==> src/rtl/ldpc_dvb_dec_fifo_pkg.sv <==
// Shared types for the SRL FIFO read-side controller and its 2-entry skid buffer.
package ldpc_dvb_dec_fifo_pkg;

    localparam int cBUF_DEPTH = 2;

    typedef logic [1:0] buf_cnt_t;

    typedef struct packed {
        logic sop;
        logic eop;
    } frame_tag_t;

endpackage

==> src/rtl/ldpc_dvb_dec_skid_buf2.sv <==
// Two-entry register FIFO used to absorb the one-cycle read latency of the SRL FIFO.
module ldpc_dvb_dec_skid_buf2
    import ldpc_dvb_dec_fifo_pkg::*;
#(
    parameter int pDAT_W = 8
) (
    input  logic              iclk,
    input  logic              ireset,
    input  logic              iclkena,
    input  logic              iclear,
    input  logic              push,
    input  logic [pDAT_W-1:0] wdat,
    input  logic              pop,
    output logic [pDAT_W-1:0] rdat,
    output buf_cnt_t          cnt
);

    logic [pDAT_W-1:0] mem [cBUF_DEPTH];
    logic              wr_ptr;
    logic              rd_ptr;
    logic              do_pop;

    // An empty buffer never advances its head, whatever the caller asks.
    assign do_pop = pop && (cnt != '0);
    assign rdat   = mem[rd_ptr];

    always_ff @(posedge iclk or posedge ireset) begin
        if (ireset) begin
            mem[0] <= '0;
            mem[1] <= '0;
            wr_ptr <= 1'b0;
            rd_ptr <= 1'b0;
            cnt    <= '0;
        end else if (iclkena) begin
            if (iclear) begin
                wr_ptr <= 1'b0;
                rd_ptr <= 1'b0;
                cnt    <= '0;
            end else begin
                if (push) begin
                    mem[wr_ptr] <= wdat;
                    wr_ptr      <= ~wr_ptr;
                end
                if (do_pop) begin
                    rd_ptr <= ~rd_ptr;
                end
                case ({push, do_pop})
                    2'b10:   cnt <= cnt + buf_cnt_t'(1);
                    2'b01:   cnt <= cnt - buf_cnt_t'(1);
                    default: cnt <= cnt;
                endcase
            end
        end
    end

endmodule

==> src/rtl/ldpc_dvb_dec_srl_fifo_reader.sv <==
// Drains a 1-cycle-latency SRL FIFO into a valid/ready stream with sop/eop framing.
module ldpc_dvb_dec_srl_fifo_reader
    import ldpc_dvb_dec_fifo_pkg::*;
#(
    parameter int pDAT_W = 8,
    parameter int pLEN_W = 16
) (
    input  logic              iclk,
    input  logic              ireset,
    input  logic              iclkena,
    input  logic              iclear,
    input  logic [pLEN_W-1:0] iframe_len,
    input  logic              ifempty,
    output logic              ofread,
    input  logic              ifrval,
    input  logic [pDAT_W-1:0] ifrdat,
    output logic              oval,
    output logic [pDAT_W-1:0] odat,
    output logic              osop,
    output logic              oeop,
    input  logic              iready,
    output logic              obusy
);

    localparam logic [pLEN_W-1:0] cONE = 1;

    buf_cnt_t          buf_cnt;
    logic              inflight;
    logic [pLEN_W-1:0] wcnt;
    logic [pLEN_W-1:0] len_r;
    logic [pLEN_W-1:0] len_cur;
    logic [2:0]        occ;
    logic [2:0]        occ_after;
    logic              pop;
    frame_tag_t        tag;
    logic [pDAT_W-1:0] head_dat;

    assign pop       = oval & iready & iclkena;
    assign occ       = {1'b0, buf_cnt} + {2'b00, inflight};
    assign occ_after = occ - {2'b00, pop};

    // Credit rule: only read when the word will still have a slot when it lands.
    assign ofread = iclkena & ~iclear & ~ifempty & (occ_after < 3'd2);

    // The first word of a frame has to see the new length before len_r captures it.
    assign len_cur = (wcnt == '0) ? iframe_len : len_r;
    assign tag.sop = (wcnt == '0);
    assign tag.eop = (wcnt == (len_cur - cONE));

    assign oval  = (buf_cnt != '0);
    assign odat  = head_dat;
    assign osop  = oval & tag.sop;
    assign oeop  = oval & tag.eop;
    assign obusy = (occ != 3'd0);

    ldpc_dvb_dec_skid_buf2 #(
        .pDAT_W (pDAT_W)
    ) u_buf (
        .iclk    (iclk),
        .ireset  (ireset),
        .iclkena (iclkena),
        .iclear  (iclear),
        .push    (ifrval),
        .wdat    (ifrdat),
        .pop     (pop),
        .rdat    (head_dat),
        .cnt     (buf_cnt)
    );

    always_ff @(posedge iclk or posedge ireset) begin
        if (ireset) begin
            inflight <= 1'b0;
            wcnt     <= '0;
            len_r    <= '0;
        end else if (iclkena) begin
            if (iclear) begin
                inflight <= 1'b0;
                wcnt     <= '0;
            end else begin
                inflight <= ofread;
                if (wcnt == '0) begin
                    len_r <= iframe_len;
                end
                if (pop) begin
                    wcnt <= tag.eop ? '0 : (wcnt + cONE);
                end
            end
        end
    end

    overflow_chk : assert property (@(posedge iclk) disable iff (ireset)
        !(iclkena && !iclear && ifrval && (buf_cnt == buf_cnt_t'(cBUF_DEPTH)) && !pop))
        else $error("skid buffer push while full");

endmodule

==> config.mk <==
export PLATFORM = sky130hd
export DESIGN_NAME = ldpc_dvb_dec_srl_fifo_reader
export DESIGN_NICKNAME = d
export VERILOG_FILES = /design/src/rtl/ldpc_dvb_dec_fifo_pkg.sv /design/src/rtl/ldpc_dvb_dec_skid_buf2.sv /design/src/rtl/ldpc_dvb_dec_srl_fifo_reader.sv
export SDC_FILE = /design/constraint.sdc
export NUM_CORES = 1
export LEC_CHECK = 0
export CORE_MARGIN = 3
export CORE_UTILIZATION = 25
export DETAILED_ROUTE_END_ITERATION = 12
export GPL_ROUTABILITY_DRIVEN = 0
export HOLD_SLACK_MARGIN = 0.15
export SETUP_SLACK_MARGIN = 0.5
export SYNTH_ARGS = -nofsm -noshare
export SYNTH_HDL_FRONTEND = slang
export SYNTH_HIERARCHICAL = 1
export SYNTH_SLANG_ARGS = --single-unit
==> constraint.sdc <==
create_clock -name iclk -period 6 [get_ports iclk]
set_input_delay 0.9 -clock iclk [delete_from_list [all_inputs] [get_ports iclk]]
set_output_delay 0.9 -clock iclk [all_outputs]
set_load 0.1 [all_outputs]
-- Word-level counts from Yosys, hierarchy flattened
Cells that the tools add are included.
- $add $sub $neg: 6
- order comparisons: 4
- eq/ne operators: 3
- multiplexer cells: 17
- bitwise logic cells: 13
- reduce and logical (&&, ||, !) cells: 15
- operator list (operator ; number):
    $mux 16 ; 4
    $mux 8 ; 4
    $add 16x1->16 const B ; 1
    $bwmux 16 ; 1
    $eq 16x16->1 ; 1
    $logic_not 16->1 ; 1
    $sub 16x1->16 const B ; 1
    $reduce_and 2->1 ; 5
    $demux 8 s1 ; 1
    $reduce_bool 2->1 ; 4
    $and 1x1->1 ; 7
    $reduce_bool 3->1 ; 2
    $mux 1 ; 5
    $ge 2x2->1 const B ; 2
    $not 1->1 ; 4
    $not 1->2 ; 2
    $pmux 2 s2 ; 1
    $add 2x1->3 ; 1
    $lt 3x2->1 const B ; 1
    $reduce_and 3->1 ; 1
    $sub 3x1->3 ; 1
    $add 2x1->2 const B ; 1
    $eq 2x1->1 const B ; 1
    $eq 2x2->1 const B ; 1
    other kinds (4) ; 5
- register bits after elaboration: 53
- input port bits: 31
- output and inout bits: 13
- logic and storage cells: 66

-- Longest topological paths before layout
- depth in word-level cells: 7
- depth in mapped cells: 18
- gate-level depth less buffers: 15

-- Hierarchy
Netlist, hierarchy kept.
- by module, submodules not included (module ; instances ; cells an instance ; area an instance (um^2) ; seq. area each (um^2)):
    ldpc_dvb_dec_srl_fifo_reader ; 1 ; 329 ; 2856.5 ; 825.8
    ldpc_dvb_dec_skid_buf2 ; 1 ; 67 ; 940.9 ; 500.5

-- Worst setup path before layout
Ideal clock, no wire load.
- path type: register -> output
- from: reg u_buf.cnt[1]
- to: out ofread
- arrival time: 4751 ps
- setup slack: 349 ps
- stages on the path, launching flop included: 7
- path buffers: 0
- cells stage by stage: dfrtp_1 or2_2 nand3_1 nor2_1 ha_1 xor2_1 nor4b_1
- cells in the longest elaborated chain, start to end: 6
- RTL lines (element ; RTL line ; source):
    from (decl) ; ldpc_dvb_dec_skid_buf2.sv:15 ; output buf_cnt_t cnt
    from (signal assigned) ; ldpc_dvb_dec_skid_buf2.sv:48 ; 2'b10: cnt <= cnt + buf_cnt_t'(1);
    from (signal assigned) ; ldpc_dvb_dec_skid_buf2.sv:49 ; 2'b01: cnt <= cnt - buf_cnt_t'(1);
    from (signal assigned) ; ldpc_dvb_dec_skid_buf2.sv:50 ; default: cnt <= cnt;
    $reduce_bool 2->1 ; ldpc_dvb_dec_srl_fifo_reader.sv:50 ; assign oval = (buf_cnt != '0);
    named net oval ; ldpc_dvb_dec_srl_fifo_reader.sv:17 ; output logic oval,
    $and 1x1->1 (2 in series) ; ldpc_dvb_dec_srl_fifo_reader.sv:38 ; assign pop = oval & iready & iclkena;
    $sub 3x1->3 ; ldpc_dvb_dec_srl_fifo_reader.sv:40 ; assign occ_after = occ - {2'b00, pop};
    $lt 3x2->1 ; ldpc_dvb_dec_srl_fifo_reader.sv:43 ; assign ofread = iclkena & ~iclear & ~ifempty & (occ_after < 3'd2);
    $and 1x1->1 ; ldpc_dvb_dec_srl_fifo_reader.sv:43 ;
    to (decl) ; ldpc_dvb_dec_srl_fifo_reader.sv:14 ; output logic ofread,
The timed path passes the listed nets, and every way through them passes these cells.

-- Worst setup path in the final report
- from: reg wcnt[0]
- to: out oeop
- cells in the longest elaborated chain, start to end: 5
- RTL lines (element ; RTL line ; source):
    from (decl) ; ldpc_dvb_dec_srl_fifo_reader.sv:29 ; logic [pLEN_W-1:0] wcnt;
    from (signal assigned) ; ldpc_dvb_dec_srl_fifo_reader.sv:85 ; wcnt <= tag.eop ? '0 : (wcnt + cONE);
    $logic_not 16->1 ; ldpc_dvb_dec_srl_fifo_reader.sv:46 ; assign len_cur = (wcnt == '0) ? iframe_len : len_r;
    $mux 16 ; n/a ;
    $sub 16x1->16 ; ldpc_dvb_dec_srl_fifo_reader.sv:48 ; assign tag.eop = (wcnt == (len_cur - cONE));
    $eq 16x16->1 (*) ; ldpc_dvb_dec_srl_fifo_reader.sv:48 ;
    $and 1x1->1 (*) ; ldpc_dvb_dec_srl_fifo_reader.sv:53 ; assign oeop = oval & tag.eop;
    to (decl) ; ldpc_dvb_dec_srl_fifo_reader.sv:20 ; output logic oeop,
Mark *: on every way between the ends. The rest lies on a longest branch, timed or not.

==> results.md <==
* Status: complete, no violations
* CP max-delay cell: or4b_1
* Fillers at 1465
* Final core occ at 31.0%
* Vias in the first global route at 3237
* Crit share post-route at between 80 and 90%
* Die width at roughly 130 um
* Synth async-reset ratio at between 90% and 100%
* Max incr delay on CP at ~0.54 ns
* TNS Setup at 0 ns
* Clock sinks at 53
* Synthesized area at about 3800 um^2
* Port Buffer Count at between 40 and 50
* Maximum VDD drop at around 0.12 mV
* Worst-case clock buffer depth at 2
* RSZ-0062 raised after global routing: no
* Row cnt at 44
* Crit path max fanout at 7
* Hold_buf cts at 0
* Crit path DAT at approximately 4.3 ns
* Share of the yosys chip area belonging to registers at 34.9%
* Core Region at between 10000 and 15000 um^2
* Critical Path RT at 5.10 ns
* Clock Tree Root: clkbuf_16
* GRT Total Usage at around an eighth
* Post-synth top area share at a little over a third
* Slew Limit Fails at 0
* Drt wl/cell at between 15 and 20 um
* Minimum clock period at between 5 and 6 ns
* ANT cells at 0
* Height of the die at 129 um
* Flops & latches, synth at between 50 and 60
* CP Capture Type: primary output
* DRT Wirelength at slightly below 10000 um
* Reg clk slew, reported paths at about 0.07 ns
* Largest net degree at the start of global routing at 34
* Hpwl dp at 7570 um
* Worst setup path class: register to primary output
* Relative slew slack at between 20% and 30%
* Drt pass-1 iters at 4
* Crit path launch type: register
* Mean Syn Cell Area at roughly 9.6 um^2
* Post-synth top flop: dfrtp_1
* Drt initial violations at roughly 230
* Hold crit path type: register to register
* Cells after synthesis at ~400
* Via count at around 3200
* Worst-Skew Late Latency at ~0.30 ns
* Pwr dens at 328 nW/um^2
* Synth area leader: dfrtp_1
* Vias per cell at 5.20
* Area growth syn-to-layout at 20.0%
* Htree depth at 2
* Worst slew pin tran at between 1 and 1.5 ns
* Post-synthesis cell type count at 65
* Final hold vios at 0
* CTS buffer count at 5
* Max Clk Rate at 0.193 GHz
* Number of max-cap violations at 0
* CP Cell Sequence: inv_1 > ha_1 > nor4b_4 > and4_1 > mux2i_1 > ha_2 > or4b_1 > or3_1 > nand3_1 > a21oi_1 > nand4b_1 > a211oi_2 > and3_2 > buf_12
* EDFF count, synth at 0
* First-pass GRT wire length at between 15000 and 20000 um
* Final setup vio count at 0
* Setup Skew at between 0.005 and 0.006 ns
* Most frequent cell after synthesis: dfrtp_1
* Total Nets Final at 471
* Post-synth net total at 433
* Grt ovf at 0
* Post-route DRC violation count at 0
* Leakage at around 1.7 nW
* Antenna violations before repair at 0
* ANT nets after route at 0
* # IOs at 44
* Synthesis Warnings at 6
* Commonest cells in the netlist: dfrtp_1, mux2_2, nor2_1, nand2_1, inv_1
* DIE AREA at 16700 um^2
* Initial Util at between 20% and 30%
* CTS tree: built
* Share of cells above drive strength 1 at 18.9%
* Top cells by area, synth: dfrtp_1, mux2_2, xnor2_1
[layout by cell type, fill, tap and decap left out, drive strengths merged, types with 4 or more instances in the layout]
master,instances
nand2,23
nand3b,5
nor2,25
a31oi,5
a21oi,20
or4,8
clkdlybuf4s50,42
nand3,17
or2,4
nand4b,5
clkbuf,5
mux2i,9
o21ai,23
xnor2,14
ha,6
nor3,17
mux2,41
dfrtp,53
buf,5
nor4,9
inv,18
and3,4
nand2b,6
a22o,4
xor2,5
or3,11
nor2b,6
[final timing paths]
check / startpoint / slack (ns) / end / depth (start not counted)
hold reg to reg: u_buf/mem[3] / 0.51 / u_buf/mem[3] / 1
setup reg to reg: wcnt[0] / 1.10 / wcnt[13] / 15
min in group asynchronous: ireset / 1.06 / wcnt[12] / 3
hold / removal: u_buf/mem[3] / 0.51 / u_buf/mem[3] / 1
max in group asynchronous: ireset / 4.43 / u_buf/mem[7] / 2
setup / recovery: wcnt[0] / 0.82 / oeop / 14
[final cells by class]
type / instances / area (um^2) / area share, %
Sequential cell: 53 / 1330 / 29.1
Multi-Input combinational cell: 309 / 2310 / 50.8
Clock inverter: 3 / 22.5 / 0.494
Timing Repair Buffer: 47 / 470 / 10.3
Tap cell: 184 / 230 / 5.05
Clock buffer: 5 / 125 / 2.75
Inverter: 18 / 67.6 / 1.48
[logic make-up (layout without fill, tap and decap cells)]
family                     Yosys count  after routing  synth area share, %
and+or+nand+nor                    154            154                 25.1
AOI/OAI and AO/OA                   80             80                 14.6
DFF                                 53             53                 34.9
muxes                               50             50                 14.5
buffers and inverters               34             73                 4.48
xor gates and xnor gates            19             19                 4.38
adders and majority gates            6              6                 1.98
[state kept, by name (all words and copies together) (netlist names)]
name,flops
u_buf/rd_ptr,1
len_r,16
wcnt,16
u_buf/wr_ptr,1
u_buf/cnt,2
inflight,1
u_buf/mem,16
[worst max-delay path, delay by kind of cell (launching register included)]
family,cells,cell delay [ns]
compound gates,2,0.42
fa+ha+maj,2,0.43
buf+inv,2,0.27
flops,1,0.46
mux,1,0.31
simple gates,7,2.10
[where the power goes]
| group | switching (mW) | internal [mW] | total, mW |
|---|---|---|---|
| Combinational | 0.415 | 0.255 | 0.670 |
| Clock | 0.141 | 0.156 | 0.297 |
| Sequential | 0.0956 | 0.432 | 0.527 |
[metal layers]
metal  GRT usage, %  wire length (um)
met1           15.5              4390
met2           20.3              4870
met3           1.53               364
met4           4.76               235
met5              0                 0
[per-stage QoR]
step,cells,power [mW],hold slack [ns],cell area [um^2],setup WS [ns]
final,619,1.49,0.506,4560,0.823
after global routing,619,1.58,0.522,4560,0.555
after CTS,619,1.50,0.509,4550,0.561
after detailed placement,611,1.20,0.492,4400,0.839
after global placement,611,1.19,0.473,4400,0.964
after floorplan,396,1.04,0.458,3800,1.11
[timing repair]
item                       in CTS  in global routing
buffers inserted                0                  0
resized for setup               0                  2
setup endpoints to repair       0                  1
Power figures use the tool's default switching activity.
